`config.mk`:
```
export PLATFORM = sky130hd
export DESIGN_NAME = regfile_mp
export DESIGN_NICKNAME = d
export VERILOG_FILES = /design/src/rtl/rv_pkg.sv /design/src/rtl/regfile_sb.sv /design/src/rtl/regfile_mp.sv
export SDC_FILE = /design/constraint.sdc
export NUM_CORES = 2
export LEC_CHECK = 0
export BUFFER_PORTS_ARGS = -buffer_cell sky130_fd_sc_hd__buf_4
export CAP_MARGIN = 20
export CORE_MARGIN = 10
export CORE_UTILIZATION = 50
export CTS_BUF_LIST = sky130_fd_sc_hd__clkbuf_16
export DETAILED_ROUTE_END_ITERATION = 8
export GPL_ROUTABILITY_DRIVEN = 0
export PLACE_DENSITY = 0.66
export SLEW_MARGIN = 20
export SYNTH_ARGS = -nofsm -noshare
export SYNTH_HDL_FRONTEND = slang
export SYNTH_SLANG_ARGS = --single-unit
```
`constraint.sdc`:
```
create_clock -name clk_i -period 6.1 [get_ports clk_i]
set_input_delay 0.915 -clock clk_i [delete_from_list [all_inputs] [get_ports clk_i]]
set_output_delay 0.915 -clock clk_i [all_outputs]
set_load 0.1 [all_outputs]
```
`src/rtl/rv_pkg.sv`:
```
// rv_pkg: shared register-file defaults and address-width helper
//   XLEN_D / NREG_D : default data width and register count
//   aw_of(n)        : address bits needed to index n registers (min 1)
package rv_pkg;
  localparam int XLEN_D = 32;
  localparam int NREG_D = 32;
  function automatic int aw_of(input int n);
    return (n < 2) ? 1 : $clog2(n);
  endfunction
endpackage

```
`src/rtl/regfile_sb.sv`:
```
// regfile_sb: busy scoreboard with registered population count
//   clk_i, rst_ni_i              : clock, async active-low reset
//   wr_en_i/wr_addr_i/wr_clr_i   : per write port, a clearing write drops busy
//   iss_valid_i/iss_rd_i         : issue strobe marking a destination busy
//   busy_o                       : busy vector (bit 0 always 0)
//   busy_cnt_o                   : number of busy registers, registered
module regfile_sb
  import rv_pkg::*;
#(
  parameter int NREG = NREG_D,
  parameter int NWP  = 2,
  parameter int AW   = aw_of(NREG)
) (
  input  logic              clk_i,
  input  logic              rst_ni_i,
  input  logic [NWP-1:0]    wr_en_i,
  input  logic [NWP*AW-1:0] wr_addr_i,
  input  logic [NWP-1:0]    wr_clr_i,
  input  logic              iss_valid_i,
  input  logic [AW-1:0]     iss_rd_i,
  output logic [NREG-1:0]   busy_o,
  output logic [AW:0]       busy_cnt_o
);
  logic [NREG-1:0] r_busy;
  logic [NREG-1:0] w_busy_nx;
  logic [AW:0]     r_cnt;
  logic [AW:0]     w_cnt_nx;
  // clears first, then the issue set, so a new producer outranks a retiring one
  always_comb begin
    w_busy_nx = r_busy;
    for (int w = 0; w < NWP; w++)
      if (wr_en_i[w] && wr_clr_i[w] && wr_addr_i[w*AW +: AW] != '0)
        w_busy_nx[wr_addr_i[w*AW +: AW]] = 1'b0;
    if (iss_valid_i && iss_rd_i != '0)
      w_busy_nx[iss_rd_i] = 1'b1;
    w_busy_nx[0] = 1'b0;
    w_cnt_nx = '0;
    for (int i = 0; i < NREG; i++)
      w_cnt_nx = w_cnt_nx + (AW+1)'(w_busy_nx[i]);
  end
  always_ff @(posedge clk_i or negedge rst_ni_i)
    if (!rst_ni_i) begin
      r_busy <= '0;
      r_cnt  <= '0;
    end else begin
      r_busy <= w_busy_nx;
      r_cnt  <= w_cnt_nx;
    end
  assign busy_o     = r_busy;
  assign busy_cnt_o = r_cnt;
endmodule

```
`src/rtl/regfile_mp.sv`:
```
// regfile_mp: multi-port register file with x0 hardwired to zero, optional
// write-to-read bypass and a busy scoreboard
//   clk_i, rst_ni_i                   : clock, async active-low reset
//   rs_addr_i/rs_data_o/rs_busy_o     : NRP combinational read ports
//   wr_en_i/wr_addr_i/wr_data_i/wr_clr_i : NWP write ports, highest index wins
//   iss_valid_i/iss_rd_i              : issue strobe marking a destination busy
//   busy_cnt_o                        : number of busy registers
module regfile_mp
  import rv_pkg::*;
#(
  parameter int XLEN   = XLEN_D,
  parameter int NREG   = NREG_D,
  parameter int NRP    = 2,
  parameter int NWP    = 2,
  parameter int BYPASS = 1,
  parameter int AW     = aw_of(NREG)
) (
  input  logic                clk_i,
  input  logic                rst_ni_i,
  input  logic [NRP*AW-1:0]   rs_addr_i,
  output logic [NRP*XLEN-1:0] rs_data_o,
  output logic [NRP-1:0]      rs_busy_o,
  input  logic [NWP-1:0]      wr_en_i,
  input  logic [NWP*AW-1:0]   wr_addr_i,
  input  logic [NWP*XLEN-1:0] wr_data_i,
  input  logic [NWP-1:0]      wr_clr_i,
  input  logic                iss_valid_i,
  input  logic [AW-1:0]       iss_rd_i,
  output logic [AW:0]         busy_cnt_o
);
  logic [XLEN-1:0] r_regs [NREG];
  logic [NREG-1:0] w_busy;
  regfile_sb #(.NREG(NREG), .NWP(NWP), .AW(AW)) u_sb (
    .clk_i      (clk_i),
    .rst_ni_i   (rst_ni_i),
    .wr_en_i    (wr_en_i),
    .wr_addr_i  (wr_addr_i),
    .wr_clr_i   (wr_clr_i),
    .iss_valid_i(iss_valid_i),
    .iss_rd_i   (iss_rd_i),
    .busy_o     (w_busy),
    .busy_cnt_o (busy_cnt_o)
  );
  // ascending port order: the last nonblocking write, the highest port, wins
  always_ff @(posedge clk_i or negedge rst_ni_i)
    if (!rst_ni_i) begin
      for (int i = 0; i < NREG; i++) r_regs[i] <= '0;
    end else begin
      for (int w = 0; w < NWP; w++)
        if (wr_en_i[w] && wr_addr_i[w*AW +: AW] != '0)
          r_regs[wr_addr_i[w*AW +: AW]] <= wr_data_i[w*XLEN +: XLEN];
    end
  for (genvar p = 0; p < NRP; p++) begin : g_rd
    logic [AW-1:0]   w_a;
    logic [XLEN-1:0] w_d;
    logic            w_b;
    assign w_a = rs_addr_i[p*AW +: AW];
    // forwarding is suppressed in reset so the outputs reflect the cleared state
    always_comb begin
      w_d = r_regs[w_a];
      w_b = w_busy[w_a];
      for (int w = 0; w < NWP; w++)
        if (BYPASS != 0 && rst_ni_i && wr_en_i[w] && wr_addr_i[w*AW +: AW] == w_a) begin
          w_d = wr_data_i[w*XLEN +: XLEN];
          if (wr_clr_i[w]) w_b = 1'b0;
        end
    end
    assign rs_data_o[p*XLEN +: XLEN] = (w_a == '0) ? '0 : w_d;
    assign rs_busy_o[p]              = (w_a == '0) ? 1'b0 : w_b;
  end
endmodule

```
# Word level (Yosys, flattened, before mapping)
# Cells that the tools add are included.
[word_totals] register_bits=1061 inputBits=96 out_inout_bits=72
[classes] addsub=30 n_lt_le_gt_ge=14 n_eq_ne=4 muxes=43 bitwise_logic=9 n_reduce_logical=23
[ops] operator="1024-bit bitwise mux" n=2
[ops] operator="1024-bit 2-to-1 mux" n=2
[ops] operator="32-bit 2-to-1 mux" n=15
[ops] operator="32-bit binary-select mux with 5-bit select" n=2
[ops] operator="32-bit demux with 5-bit select" n=2
[ops] operator="6-bit by 1-bit adder with 6-bit output" n=29
[ops] operator="32-bit bitwise AND" n=2
[ops] operator="32-bit NOT" n=2
[ops] operator="32-bit OR" n=1
[ops] operator="5-bit by 6-bit < comparator with 1-bit output (second input constant)" n=5
[ops] operator="6-bit >= comparator (second input constant)" n=4
[ops] operator="5-bit NOT with 6-bit output" n=4
[ops] operator="5-bit == test" n=4
[ops] operator="1-bit logical AND" n=18
[ops] operator="1-bit demux with 5-bit select" n=3
[ops] operator="5-bit by 1-bit >= comparator with 1-bit output (second input constant)" n=3
[ops] operator="1-bit 2-to-1 mux" n=15
[ops] operator="5-bit nonzero test" n=3
[ops] operator="6-bit by 1-bit < comparator with 1-bit output (second input constant)" n=2
[ops] operator="1-bit binary-select mux with 5-bit select" n=2
[ops] operator="5-bit logical NOT" n=2
[ops] operator="1-bit by 1-bit adder with 2-bit output" n=1

# Logic depth before layout (Yosys ltp)
[logic_depth] depth_word=41 mapped_depth=22 mapped_depth_nobuf=20

# Cells and area by module
# Synthesis repeated with hierarchy kept, for this count alone.
[hier_totals] cells_unflattened=6524 hier_area_um2=67712.4
[modules_own_cells] mod="regfile_mp" n_inst=1 cells_each=6271 area_each_um2=65008.6 seq_area_each_um2=25624.6
[modules_own_cells] mod="regfile_sb" n_inst=1 cells_each=253 area_each_um2=2703.8 seq_area_each_um2=925.9

# Least setup slack after synthesis
# Ideal clock, no wire load.
[synth_timing] kind="in2reg" startpoint="input port wr_addr_i[8]" endpoint="register u_sb.r_cnt[4], in the netlist u_sb.busy_cnt_o[4]" t_arrival_ps=6309 t_required_ps=6020 setup_slack_ps=-289 stages=21 path_buffers=2 cell_sequence="buf_2 -> or3b_1 -> nor2_1 -> buf_2 -> nand2_1 -> a32o_1 -> fa_1 -> inv_1 -> fa_1 -> fa_1 -> inv_1 -> fa_1 -> inv_1 -> fa_1 -> fa_1 -> inv_1 -> ha_1 -> fa_1 -> a21o_1 -> a21oi_1 -> xnor2_1"
[synth_via] word_cells_on_any_way=42 cone_classes="30 x add/sub; 2 x order compare; 4 x mux; 3 x bitwise; 3 x reduce/logical"
[synth_lines] element="start: declaration" line_no="regfile_mp.sv:24" text="input logic [NWP*AW-1:0] wr_addr_i,"
[synth_lines] element="5-bit by 6-bit < comparator with 1-bit output (implied by the code) / 5-bit by 1-bit >= comparator with 1-bit output (equally long branches)" line_no="regfile_sb.sv:33" text="w_busy_nx[wr_addr_i[w*AW +: AW]] = 1'b0;"
[synth_lines] element="1-bit logical AND (implied by the code)" line_no="regfile_sb.sv:33"
[synth_lines] element="1-bit 2-to-1 mux (implied by the code)" line_no="regfile_sb.sv:33"
[synth_lines] element="1-bit demux with 5-bit select"
[synth_lines] element="32-bit NOT (no line)"
[synth_lines] element="32-bit bitwise AND (no line)"
[synth_lines] element="32-bit 2-to-1 mux *" line_no="regfile_sb.sv:32" text="if (wr_en_i[w] && wr_clr_i[w] && wr_addr_i[w*AW +: AW] != '0)"
[synth_lines] element="32-bit OR (no line)"
[synth_lines] element="32-bit 2-to-1 mux *" line_no="regfile_sb.sv:34" text="if (iss_valid_i && iss_rd_i != '0)"
[synth_lines] element="via u_sb.w_busy_nx[19]" line_no="regfile_sb.sv:25" text="logic [NREG-1:0] w_busy_nx;"
[synth_lines] element="6-bit by 1-bit adder with 6-bit output * (13 in series)" line_no="regfile_sb.sv:39" text="w_cnt_nx = w_cnt_nx + (AW+1)'(w_busy_nx[i]);"
[synth_lines] element="via u_sb.w_cnt_nx[4]" line_no="regfile_sb.sv:27" text="logic [AW:0] w_cnt_nx;"
[synth_lines] element="end signal: assignment" line_no="regfile_sb.sv:47" text="r_cnt <= w_cnt_nx;"
[synth_lines] element="end: declaration" line_no="regfile_sb.sv:26" text="logic [AW:0] r_cnt;"
# The timed path passes the listed nets; every way through them passes the cells marked *.

# Worst setup path after layout
[layout_timing] startpoint="input port wr_addr_i[9]" endpoint="register u_sb.r_cnt[4], in the netlist u_sb.busy_cnt_o[4]"
[layout_via] elab_chain_cells=39 word_cells_on_any_way=42 cone_classes="30 x add/sub; 2 x order compare; 4 x mux; 3 x bitwise; 3 x reduce/logical"
[layout_rtl] element="5-bit by 6-bit < comparator with 1-bit output (implied by the code) / 5-bit by 1-bit >= comparator with 1-bit output (equally long branches)" line_no="regfile_sb.sv:33"
[layout_rtl] element="1-bit logical AND (implied by the code)" line_no="regfile_sb.sv:33"
[layout_rtl] element="1-bit 2-to-1 mux (implied by the code)" line_no="regfile_sb.sv:33"
[layout_rtl] element="1-bit demux with 5-bit select"
[layout_rtl] element="32-bit NOT (no line)"
[layout_rtl] element="32-bit bitwise AND (no line)"
[layout_rtl] element="32-bit 2-to-1 mux *" line_no="regfile_sb.sv:32"
[layout_rtl] element="32-bit OR (no line)"
[layout_rtl] element="32-bit 2-to-1 mux *" line_no="regfile_sb.sv:34"
[layout_rtl] element="via u_sb.w_busy_nx[1]" line_no="regfile_sb.sv:25"
[layout_rtl] element="1-bit by 1-bit adder with 2-bit output *" line_no="regfile_sb.sv:39"
[layout_rtl] element="6-bit by 1-bit adder with 6-bit output * (29 in series)" line_no="regfile_sb.sv:39"
[layout_rtl] element="via u_sb.w_cnt_nx[4]" line_no="regfile_sb.sv:27"
# Marked as above.

==> impl_metrics.json <==
{
  "antenna_found_initial": 14,
  "final_area_sq_um": 74700,
  "dp_hpwl_mm": 163,
  "clock_power_share_pct": 25.6,
  "place_area_sq_um": 71000,
  "final_hold_viol_count": 0,
  "synth_compound_area_share_pct": 14.5,
  "cp.required_ps": 6790,
  "io_pins": 168,
  "yosys-mux-area-fraction_pct": 29.9,
  "p_leak_uw": 0.0315,
  "internal_power_uw": 17200,
  "synth_flop_cell": "dfrtp_1",
  "combPwrFrac_pct": 35.9,
  "cp-start-kind": "input port",
  "reg2reg_to": "u_sb.busy_cnt_o[4]",
  "synth_area_leader_cell": "dfrtp_1",
  "die_x_um": 392,
  "fillers": 11900,
  "synth-simple-area-share_pct": 9.40,
  "synthAdderAreaFrac_pct": 0.828,
  "core_sq_um": 137000,
  "yosysMostFrequentCell": "mux2i_1",
  "synthArstFlopShare_pct": 100,
  "synthTopCellsByArea": "dfrtp_1 (38%), mux2i_1 (18%), mux4_2 (11%), nand2_1 (4.3%), a21oi_1 (3.5%)",
  "clkLatencyLatePin_ps": 800,
  "worstSetupEndpoint": "u_sb.busy_cnt_o[4]",
  "multiInputGateArea_sq_um": 38500,
  "routed_wl_mm": 277,
  "maxSlewViolCount": 0,
  "end_kind": "flip-flop",
  "cts_resized": 0,
  "synth-seq-area-share_pct": 38.3,
  "numClockSinks": 1061,
  "setup_viol": 0,
  "drc": 0,
  "clock_skew_ps": 30.7,
  "grt_pass1_vias": 56500,
  "grt_pass1_wl_mm": 400,
  "synth_common_cells": "mux2i_1 (1265), dfrtp_1 (1061), nand2_1 (788)",
  "timing.rr.start": "u_sb.busy_o[1]",
  "synth_edf_count": 0,
  "rsz0062_at_grt": "false",
  "hold_ws_ps": 392,
  "synthCells": 6908,
  "r2r_cells": 15,
  "drt_first_pass_iters": 9,
  "syn_area_sq_um": 69200,
  "cts_max_path_buffers": 3,
  "drt_iter0_markers": 9664,
  "post-place-cells": 8262,
  "final-seq-area_sq_um": 26600,
  "final.min_clock_period_ps": 5750,
  "synth_top_area_share_pct": 38.3,
  "yosys_warnings": 0,
  "synth.distinct_cells": 83,
  "syn-num-nets": 7036,
  "min_path_type": "reg -> reg",
  "worst_slew_pin_slew_ps": 1310,
  "htreeDepth": 3,
  "slew_headroom_pct": 12.7,
  "max_freq_ghz": 0.174,
  "cts_tree": "done",
  "cts_root_buf": "clkbuf_16",
  "port_buffers": 167,
  "dr_total_vias": 59000,
  "powerDensity_nw_per_um2": 362,
  "cp-startpoint": "wr_addr_i[9]",
  "switching_share_pct": 36.4,
  "clkTransAtPathRegs_ps": 60,
  "rows": 136,
  "peakVddDrop_v": 0.00110,
  "arrival_ps": 6440,
  "numCtsBuffers": 119,
  "syn2layout_area_growth_pct": 7.85,
  "synth-seq-cells": 1061,
  "layoutNonFillerInstCount": 8493,
  "min_period_over_period_pct": 94.3,
  "crit_fanout": 3,
  "avgSynthCellArea_sq_um": 10.0,
  "grt_max_degree": 152,
  "maxCapViolations": 0,
  "synth_xor_xnor_area_share_pct": 0.291,
  "wl_per_cell_um": 32.6,
  "die_area_sq_um": 154000,
  "ant_nets": 0,
  "drive_gt1_share_pct": 15.5,
  "synth_top_family_by_area": "multiplexers",
  "vias_per_cell": 6.94,
  "tns_ps": 0,
  "seqPwrFrac_pct": 38.4,
  "status": "finished clean",
  "crit_type": "in -> reg",
  "finalNetCount": 6719,
  "gr-total-overflow": 0,
  "die_h_um": 392,
  "grtUsageTotal_pct": 35.2,
  "r2r_setup_slack_ps": 970,
  "start_util_pct": 50.4,
  "power.net_switching_uw": 9830
}
-- worst min path at each step --
stage / from / end / slack (ps) / cells past startpoint
after global placement: r_regs[1004] / r_regs[1004] / 380 / 0
after global routing: r_regs[995] / r_regs[995] / 410 / 0
after CTS: r_regs[992] / r_regs[992] / 400 / 0
after floorplan: r_regs[1000] / r_regs[1000] / 440 / 1
final: r_regs[1012] / r_regs[1012] / 390 / 0
after detailed placement: r_regs[1012] / r_regs[1012] / 380 / 0
-- worst max-delay path, cell delays in order --
cell and delay (ps):
buf_4 120, or3_1 480, nor2_4 130, nand2_1 110, a32o_1 310, ha_1 320
fa_1 550, fa_1 460, fa_1 460, fa_1 500, inv_1 50, fa_1 450
fa_1 500, inv_1 50, ha_2 190, fa_2 390, a21o_1 190, a21oi_2 140
xnor2_1 120
-- power groups by stage --
stage	clock, uW	combinational, uW	sequential (uW)
2_1_floorplan	0	7000	10100
3_3_place_gp	0	9410	10300
3_5_place_dp	0	9650	10400
4_1_cts	6950	9670	10300
5_1_grt	7240	10600	10600
6_report	6920	9700	10400
-- metrics by stage --
step / utilization, % / worst slack, ps / total power, uW
2_1_floorplan: - / -51.8 / 17100
3_3_place_gp: 51.6 / -337 / 19700
3_5_place_dp: 51.7 / -325 / 20000
4_1_cts: 54.3 / 396 / 26900
5_1_grt: 54.3 / 252 / 28400
6_report: 54.3 / 349 / 27000
-- cell type report --
cell class,count,area share (%)
diodes,9,0.0302
clock buffers,120,4.02
flip-flops and latches,1061,35.6
inverters,72,0.364
multi-input cells,4921,51.5
repair buffers,416,4.69
clock inverters,100,0.808
well taps,1794,3.01
-- flip-flops by register name, indices dropped and copies added (netlist names) --
signal,cells
u_sb.busy_cnt_o,6
r_regs,1024
u_sb.busy_o,31
-- timing repair --
action / CTS / global route
endpoints found under the hold margin: 13 / 0
hold buffers: 1 / 0
setup buffers: 0 / 0
-- cell usage in the layout, fill, tap and decap left out, drive strengths merged, types with 9 or more instances in the layout --
master / netlist / final
a211o: 31 / 31
a211oi: 86 / 86
a21oi: 489 / 489
a221o: 24 / 24
a221oi: 31 / 31
a2bb2oi: 23 / 23
a31oi: 64 / 64
a32o: 28 / 28
a32oi: 41 / 41
and2: 33 / 33
and3: 13 / 13
buf: 356 / 415
clkbuf: 498 / 120
clkinv: 0 / 68
dfrtp: 1061 / 1061
diode: 0 / 9
fa: 23 / 23
ha: 9 / 9
inv: 72 / 97
mux2: 17 / 17
mux2i: 1265 / 1265
mux4: 349 / 349
nand2: 796 / 796
nand3: 49 / 49
nor2: 570 / 570
nor3: 35 / 35
o21ai: 668 / 668
o221ai: 102 / 102
o22ai: 46 / 46
o32ai: 17 / 17
xnor2: 18 / 18
-- metal layers --
layer | track usage [%] | vias up | share of wire, %
met5 | 0.345 | - | 0.030
met3 | 12.1 | 1083 | 14
met2 | 50.9 | 4502 | 43
met1 | 45.1 | 28900 | 36
li1 | - | 24500 | -
met4 | 21.4 | 12 | 6.9
-- cells by family (layout without fill, tap and decap cells) --
family / Yosys count / count (layout)
compound gates: 1676 / 1676
xor+xnor: 23 / 23
fa+ha+maj: 32 / 32
buf+inv: 926 / 708
flops: 1061 / 1061
mux: 1631 / 1631
other cells: 0 / 9
simple gates: 1559 / 1559
Note: power is estimated with default switching activity, not from simulation.
